File: config.mk
export PLATFORM = sky130hd
export DESIGN_NAME = csel_sub8_pipe
export DESIGN_NICKNAME = d
export VERILOG_FILES = /design/src/rtl/csel_pkg.sv /design/src/rtl/nib_add4.sv /design/src/rtl/csel_sub8_pipe.sv
export SDC_FILE = /design/constraint.sdc
export NUM_CORES = 1
export LEC_CHECK = 0
export ABC_AREA = 1
export ABC_CLOCK_PERIOD_IN_PS = 2600
export BUFFER_PORTS_ARGS = -buffer_cell sky130_fd_sc_hd__buf_2
export CAP_MARGIN = 0
export CORE_AREA = 2 2 42 82
export DETAILED_ROUTE_END_ITERATION = 6
export DIE_AREA = 0 0 44 84
export HOLD_SLACK_MARGIN = 0.06
export PLACE_DENSITY = 0.82
export RECOVER_POWER = 25
export SYNTH_ARGS = -nofsm -noshare
export SYNTH_HDL_FRONTEND = slang
export SYNTH_HIERARCHICAL = 1
export SYNTH_SLANG_ARGS = --single-unit
File: constraint.sdc
create_clock -name clk -period 2.6 [get_ports clk]
set_clock_uncertainty 0.05 [all_clocks]
set_input_delay 0.26 -clock clk [delete_from_list [all_inputs] [get_ports clk]]
set_output_delay 0.26 -clock clk [all_outputs]
set_load 0.02 [all_outputs]
File: src/rtl/csel_pkg.sv
// Shared widths and stage-1 record for the carry-select subtractor.
// Sign-bit fields exist only when SUB_OVF_EN is defined.
package csel_pkg;

    localparam int CSEL_W   = 8;
    localparam int CSEL_SEG = 4;

    typedef struct packed {
        logic [CSEL_SEG-1:0] lo_diff;
        logic                lo_c;
        logic [CSEL_SEG-1:0] hi_d0;
        logic                hi_c0;
        logic [CSEL_SEG-1:0] hi_d1;
        logic                hi_c1;
`ifdef SUB_OVF_EN
        logic                a_msb;
        logic                b_msb;
`endif
    } stage1_t;

endpackage

File: src/rtl/nib_add4.sv
// 4-bit ripple-carry adder with carry-in; the building block of each
// carry-select segment.
module nib_add4
    import csel_pkg::*;
(
    input  logic [CSEL_SEG-1:0] a,
    input  logic [CSEL_SEG-1:0] b,
    input  logic                cin,
    output logic [CSEL_SEG-1:0] sum,
    output logic                cout
);

    logic [CSEL_SEG:0] c;

    always_comb begin
        c    = '0;
        sum  = '0;
        c[0] = cin;
        for (int i = 0; i < CSEL_SEG; i++) begin
            sum[i]   = a[i] ^ b[i] ^ c[i];
            c[i+1]   = (a[i] & b[i]) | (c[i] & (a[i] ^ b[i]));
        end
    end

    assign cout = c[CSEL_SEG];

endmodule

File: src/rtl/csel_sub8_pipe.sv
// Two-stage valid/ready pipelined 8-bit subtractor (a + ~b + 1) using a
// carry-select high nibble. Define SUB_OVF_EN to add the signed ovf output.
module csel_sub8_pipe
    import csel_pkg::*;
(
    input  logic              clk,
    input  logic              rst_n,
    input  logic              in_valid,
    output logic              in_ready,
    input  logic [CSEL_W-1:0] a,
    input  logic [CSEL_W-1:0] b,
    output logic              out_valid,
    input  logic              out_ready,
    output logic [CSEL_W-1:0] diff,
    output logic              bout
`ifdef SUB_OVF_EN
    ,
    output logic              ovf
`endif
);

    logic [CSEL_W-1:0]   b_n;
    logic [CSEL_SEG-1:0] lo_diff, hi_d0, hi_d1;
    logic                lo_c, hi_c0, hi_c1;

    stage1_t             s1_q;
    logic                s1_v;
    logic                s2_v;
    logic [CSEL_W-1:0]   diff_q;
    logic                bout_q;
    logic                s1_adv, s2_adv;
    logic [CSEL_SEG-1:0] hi_sel;
    logic                c_sel;

    assign b_n = ~b;

    nib_add4 u_lo (
        .a    (a[CSEL_SEG-1:0]),
        .b    (b_n[CSEL_SEG-1:0]),
        .cin  (1'b1),
        .sum  (lo_diff),
        .cout (lo_c)
    );

    nib_add4 u_hi0 (
        .a    (a[CSEL_W-1:CSEL_SEG]),
        .b    (b_n[CSEL_W-1:CSEL_SEG]),
        .cin  (1'b0),
        .sum  (hi_d0),
        .cout (hi_c0)
    );

    nib_add4 u_hi1 (
        .a    (a[CSEL_W-1:CSEL_SEG]),
        .b    (b_n[CSEL_W-1:CSEL_SEG]),
        .cin  (1'b1),
        .sum  (hi_d1),
        .cout (hi_c1)
    );

    // A stage moves when it has room or its downstream is draining this cycle.
    assign s2_adv   = !s2_v || out_ready;
    assign s1_adv   = !s1_v || s2_adv;
    assign in_ready = s1_adv;

    assign hi_sel = s1_q.lo_c ? s1_q.hi_d1 : s1_q.hi_d0;
    assign c_sel  = s1_q.lo_c ? s1_q.hi_c1 : s1_q.hi_c0;

    always_ff @(posedge clk) begin
        if (!rst_n) begin
            s1_v <= 1'b0;
            s1_q <= '0;
        end else if (s1_adv) begin
            s1_v <= in_valid;
            if (in_valid) begin
                s1_q.lo_diff <= lo_diff;
                s1_q.lo_c    <= lo_c;
                s1_q.hi_d0   <= hi_d0;
                s1_q.hi_c0   <= hi_c0;
                s1_q.hi_d1   <= hi_d1;
                s1_q.hi_c1   <= hi_c1;
`ifdef SUB_OVF_EN
                s1_q.a_msb   <= a[CSEL_W-1];
                s1_q.b_msb   <= b[CSEL_W-1];
`endif
            end
        end
    end

    always_ff @(posedge clk) begin
        if (!rst_n) begin
            s2_v   <= 1'b0;
            diff_q <= '0;
            bout_q <= 1'b0;
        end else if (s2_adv) begin
            s2_v <= s1_v;
            if (s1_v) begin
                diff_q <= {hi_sel, s1_q.lo_diff};
                bout_q <= ~c_sel;
            end
        end
    end

`ifdef SUB_OVF_EN
    logic ovf_q;

    always_ff @(posedge clk) begin
        if (!rst_n) begin
            ovf_q <= 1'b0;
        end else if (s2_adv && s1_v) begin
            ovf_q <= (s1_q.a_msb != s1_q.b_msb) && (hi_sel[CSEL_SEG-1] != s1_q.a_msb);
        end
    end

    assign ovf = ovf_q;
`endif

    assign out_valid = s2_v;
    assign diff      = diff_q;
    assign bout      = bout_q;

endmodule

# [Word level (Yosys, flattened, before mapping)]
# Index checks and enable logic that the tools add are counted.
[totals] output_inout_bits=11 input_bits=20 regBits=26 elab_cells=67
[classes] reduce_logical=6 mux=2 bitwise_logic=49
[op_table] cell="$and 1x1->1" count=17
[op_table] cell="$xor 1x1->1" count=17
[op_table] cell="$or 1x1->1" count=11
[op_table] cell="$not 8->8" count=1
[op_table] cell="$mux 4" count=1
[op_table] cell="$reduce_and 2->1" count=2
[op_table] cell="$not 1->1" count=3
[op_table] cell="$logic_not 1->1" count=2
[op_table] cell="$logic_or 1x1->1" count=2
[op_table] cell="$mux 1" count=1

# [Logic depth before layout (Yosys ltp)]
[logic_depth] word_depth=9 mapped_depth=13 mapped_depth_nobuf=13

# [Hierarchy]
# Netlist, hierarchy kept.
[modules_own_cells] module="csel_sub8_pipe" seq_area_each_um2=520.5 cells_per_inst=187 area_each_um2=1246.2 n_inst=1
[modules_own_cells] module="nib_add4" seq_area_each_um2=0.0 cells_per_inst=14 area_each_um2=117.6 n_inst=3

# [Least setup slack after synthesis]
# Ideal clock, no wire load.
[synth_timing] path_type="input to register" start="input b[4]" end="register s1_q[4] (netlist bit)" setup_ns=0.064 cell_stages=13 arrival_time_ns=2.001 path_slack_ns=0.486 path_buffers=0 required_ns=2.486 path_cell_list="inv_1 fa_1 inv_1 fa_1 inv_1 fa_1 inv_1 fa_1 inv_1 inv_1 nand3_1 nand2_1 nor2_1"
[synth_via] elab_chain_cells=8 word_cells_on_any_way=9 classes_between="9 x bitwise"
[synth_lines] item="from (decl)" line="csel_sub8_pipe.sv:11" rtl="input logic [CSEL_W-1:0] b,"
[synth_lines] item="$not 8->8 *" line="csel_sub8_pipe.sv:35" rtl="assign b_n = ~b;"
[synth_lines] item="$and 1x1->1 / $xor 1x1->1 (equally long branches)" line="nib_add4.sv:21" rtl="c[i+1] = (a[i] & b[i]) | (c[i] & (a[i] ^ b[i]));"
[synth_lines] item="$or 1x1->1 *" line="nib_add4.sv:21"
[synth_lines] item="$and 1x1->1 *" line="nib_add4.sv:21"
[synth_lines] item="$or 1x1->1 *" line="nib_add4.sv:21"
[synth_lines] item="$and 1x1->1 *" line="nib_add4.sv:21"
[synth_lines] item="$or 1x1->1 *" line="nib_add4.sv:21"
[synth_lines] item="$xor 1x1->1 *" line="nib_add4.sv:20" rtl="sum[i] = a[i] ^ b[i] ^ c[i];"
[synth_lines] item="net hi_d1[3]" line="csel_sub8_pipe.sv:23" rtl="logic [CSEL_SEG-1:0] lo_diff, hi_d0, hi_d1;"
[synth_lines] item="to (decl)" line="csel_sub8_pipe.sv:26" rtl="stage1_t s1_q;"
# The timed path passes the listed nets; every way through them passes the cells marked *.
# A chain may end at the register's enable or synchronous reset.

# [Worst setup path in the final report]
[layout_timing] start="input a[4]" end="register s1_q[9] (netlist bit)"
[layout_via] elab_chain_cells=6
[layout_lines] item="from (decl)" line="csel_sub8_pipe.sv:10" rtl="input logic [CSEL_W-1:0] a,"
[layout_lines] item="$and 1x1->1 (2 in a row)" line="nib_add4.sv:21"
[layout_lines] item="$or 1x1->1" line="nib_add4.sv:21"
[layout_lines] item="$and 1x1->1" line="nib_add4.sv:21"
[layout_lines] item="$or 1x1->1" line="nib_add4.sv:21"
[layout_lines] item="$xor 1x1->1" line="nib_add4.sv:20"
[layout_lines] item="net hi_d0[3]" line="csel_sub8_pipe.sv:23"
# The timed path passes the listed nets, and every way through them passes these cells.

==> run metrics <==
Final WS setup 0.517 ns; Final Critical Period 2.08 ns; clock buffer count from CTS 3; ranking of synthesized cells by area dfxtp_1 (33%), inv_1 (15%), fa_1 (15%), nand2_1 (8.5%), nor2_1 (7.7%); mapped cell area 0.00160 mm²; final hold vios 0; wire per inst 8.29 µm; max cap viols 0; routability cong. 0.720; placed wire-length estimate 1.80 mm; flop-to-flop setup slack 1.28 ns; Worst Tran Pin Value 0.525 ns; max_slew headroom 65.0%; pre-CTS setup slack 0.226 ns; top-area cell type share of the netlist area 32.6%; Die X 44 µm; Post-CTS Setup Repair Bufs 0; PortBufs 30; largest net degree at the start of global routing 33; DIE AREA 0.00370 mm²; CTS tree done; number of routed nets with antenna violations 0; chip height 84 µm; cell with the most instances after synthesis inv_1; Crit Reg-Reg Endpoint diff[0]; fmax 480 MHz; Synth cell types 16; switching power 252 µW; status complete, no violations; area delta synth->final 9.94%; worst-skew pair later-pin latency 0.26 ns; Ys Warns 6; hold path startpoint out_ready; Primary FF master, synth dfxtp_1; num rows 29; Worst Path Arrival 2.24 ns; cell leakage power 0.00101 µW; global-route wire length before repair 4.43 mm; placed insts 280; share of layout cells above drive strength 1 11.5%; CTS max path bufs 2; hold-critical path depth 4; worst reg-to-reg path cell count 5; vias post-DR 1,278; remaining routing DRC violations 0; fin. max-slew vios 0; first drt pass iteration count 4; H-tree Lvls 1; grt ovf 0; vias per inst 4.50; clock power share 27.5%; Crit path required time 2.75 ns; sequential area share after synthesis 32.6%; IO Count 31; Power Density 512 mW/mm²; vias in the first global route 1,160; # hold bufs at CTS 0; initial antenna violation count 0; Initial Utilization 51.2%; hold endpoint out_valid; Nets 286; Comb power frac 22.4%; core box area 0.00312 mm²; diodes inserted 0; Synth Instances 229; CP Max Fanout 2; reg2reg start out_valid; Layout fillers 331; Reg clk slew, reported paths 0.08 ns; period utilization 80.1%; hold crit path type in2reg; RSZ-0062 raised after global routing no; Peak VDD IR 0.000257 V; Int Pwr 648 µW; FF+latch count, synth 26; Setup Crit Path Kind in2reg; Mean Syn Cell Area 6.98 µm²; Final Setup Violations 0; Flop pwr share 50.1%; initial DRC count 33; top cells by count, synth inv_1 (66), nand2_1 (36), nor2_1 (33), dfxtp_1 (26), a21oi_1 (17); # clock sinks 26; CP endpoint kind flop; root buffer cell clkbuf_8; sw frac 28.0%; cell taking the most area after synthesis dfxtp_1; crit path launch type primary input; final cell count without fillers 284; Setup Total Neg Slack 0 ns; ys async rst share 0%; Routed Wire Length 2.35 mm; All-Layer GR Usage 15.0%; EDFF count, synth 0; post-cts gate resize count 0
## worst max-delay path: stages
cell and delay, ns:
buf_2 0.13, fa_1 0.40, inv_1 0.07, fa_1 0.15, inv_1 0.05, fa_1 0.36
inv_1 0.09, fa_1 0.41, inv_1 0.06, inv_1 0.03, nand3_1 0.07, nand2_1 0.07
nor2_1 0.09
## cell type report
class,count,area [µm²],share of cell area [%]
Sequential cell,26,520,29.6
Inverter,67,251,14.3
Timing Repair Buffer,30,139,7.90
Tap cell,31,38.8,2.21
Multi-Input combinational cell,126,753,42.8
Clock buffer,4,55.1,3.13
## worst max-delay path by stage
stage               depth (start not counted)  slack [ns]  start       to
finish                                     13        0.52   a[4]  s1_q[9]
global route                               13        0.39   a[4]  s1_q[9]
CTS                                        13        0.51   a[4]  s1_q[9]
detailed placement                         13        0.23   a[4]  s1_q[9]
global placement                           13        0.32   a[4]  s1_q[9]
floorplan                                  13        0.49   b[4]  s1_q[4]
## kinds of logic (layout without fill, tap and decap cells)
kind of cell             count (synthesis)  after routing  share of synthesized area, %
AND/OR/NAND/NOR                         89             89                          24.5
adder cells (fa/ha/maj)                 12             12                          15.0
flip-flops                              26             26                          32.6
AO/OA/AOI/OAI                           22             22                          6.89
other                                    2              3                         0.470
buffers and inverters                   78            101                          20.6
## per-layer routing
metal / GRT usage [%] / wire (µm) / vias up
li1: - / - / 693
met1: 15.2 / 922 / 562
met2: 28.6 / 1310 / 21
met3: 1.30 / 82 / 2
met4: 6.61 / 34 / 0
met5: 0 / 0 / -
## stage by stage
stage	hold WS (ns)	power [µW]	cell area, µm²	utilization, %
final	0.355	900	1760	56.3
after global routing	0.382	973	1760	56.3
after CTS	0.350	917	1770	56.7
after detailed placement	0.409	668	1710	54.9
after global placement	0.403	659	1710	54.9
after floorplan	0.393	622	1600	-
## cell usage in the layout, fill, tap and decap left out
master | synthesis | routed
nand3_1 | 13 | 13
conb_1 | 2 | 3
nand2_1 | 36 | 36
buf_2 | 5 | 21
dfxtp_1 | 26 | 26
nand3_4 | 1 | 1
nor2_1 | 33 | 33
clkbuf_8 | 0 | 4
a21oi_1 | 17 | 17
clkbuf_1 | 2 | 9
inv_2 | 1 | 1
nand3_2 | 2 | 2
o21ai_0 | 5 | 5
nand3b_1 | 4 | 4
inv_1 | 66 | 66
fa_1 | 12 | 12
## registers in the layout, summed over array words and instances (netlist names)
name	cells
bout	1
diff	8
out_valid	1
s1_q	15
s1_v	1
## power groups by stage
stage | clock, µW | combinational (µW) | sequential, µW
3_3_place_gp | 0 | 200 | 459
5_1_grt | 272 | 244 | 457
2_1_floorplan | 0 | 153 | 469
6_report | 247 | 201 | 451
3_5_place_dp | 0 | 207 | 460
4_1_cts | 257 | 208 | 451
(Power assumes the default switching activity.)
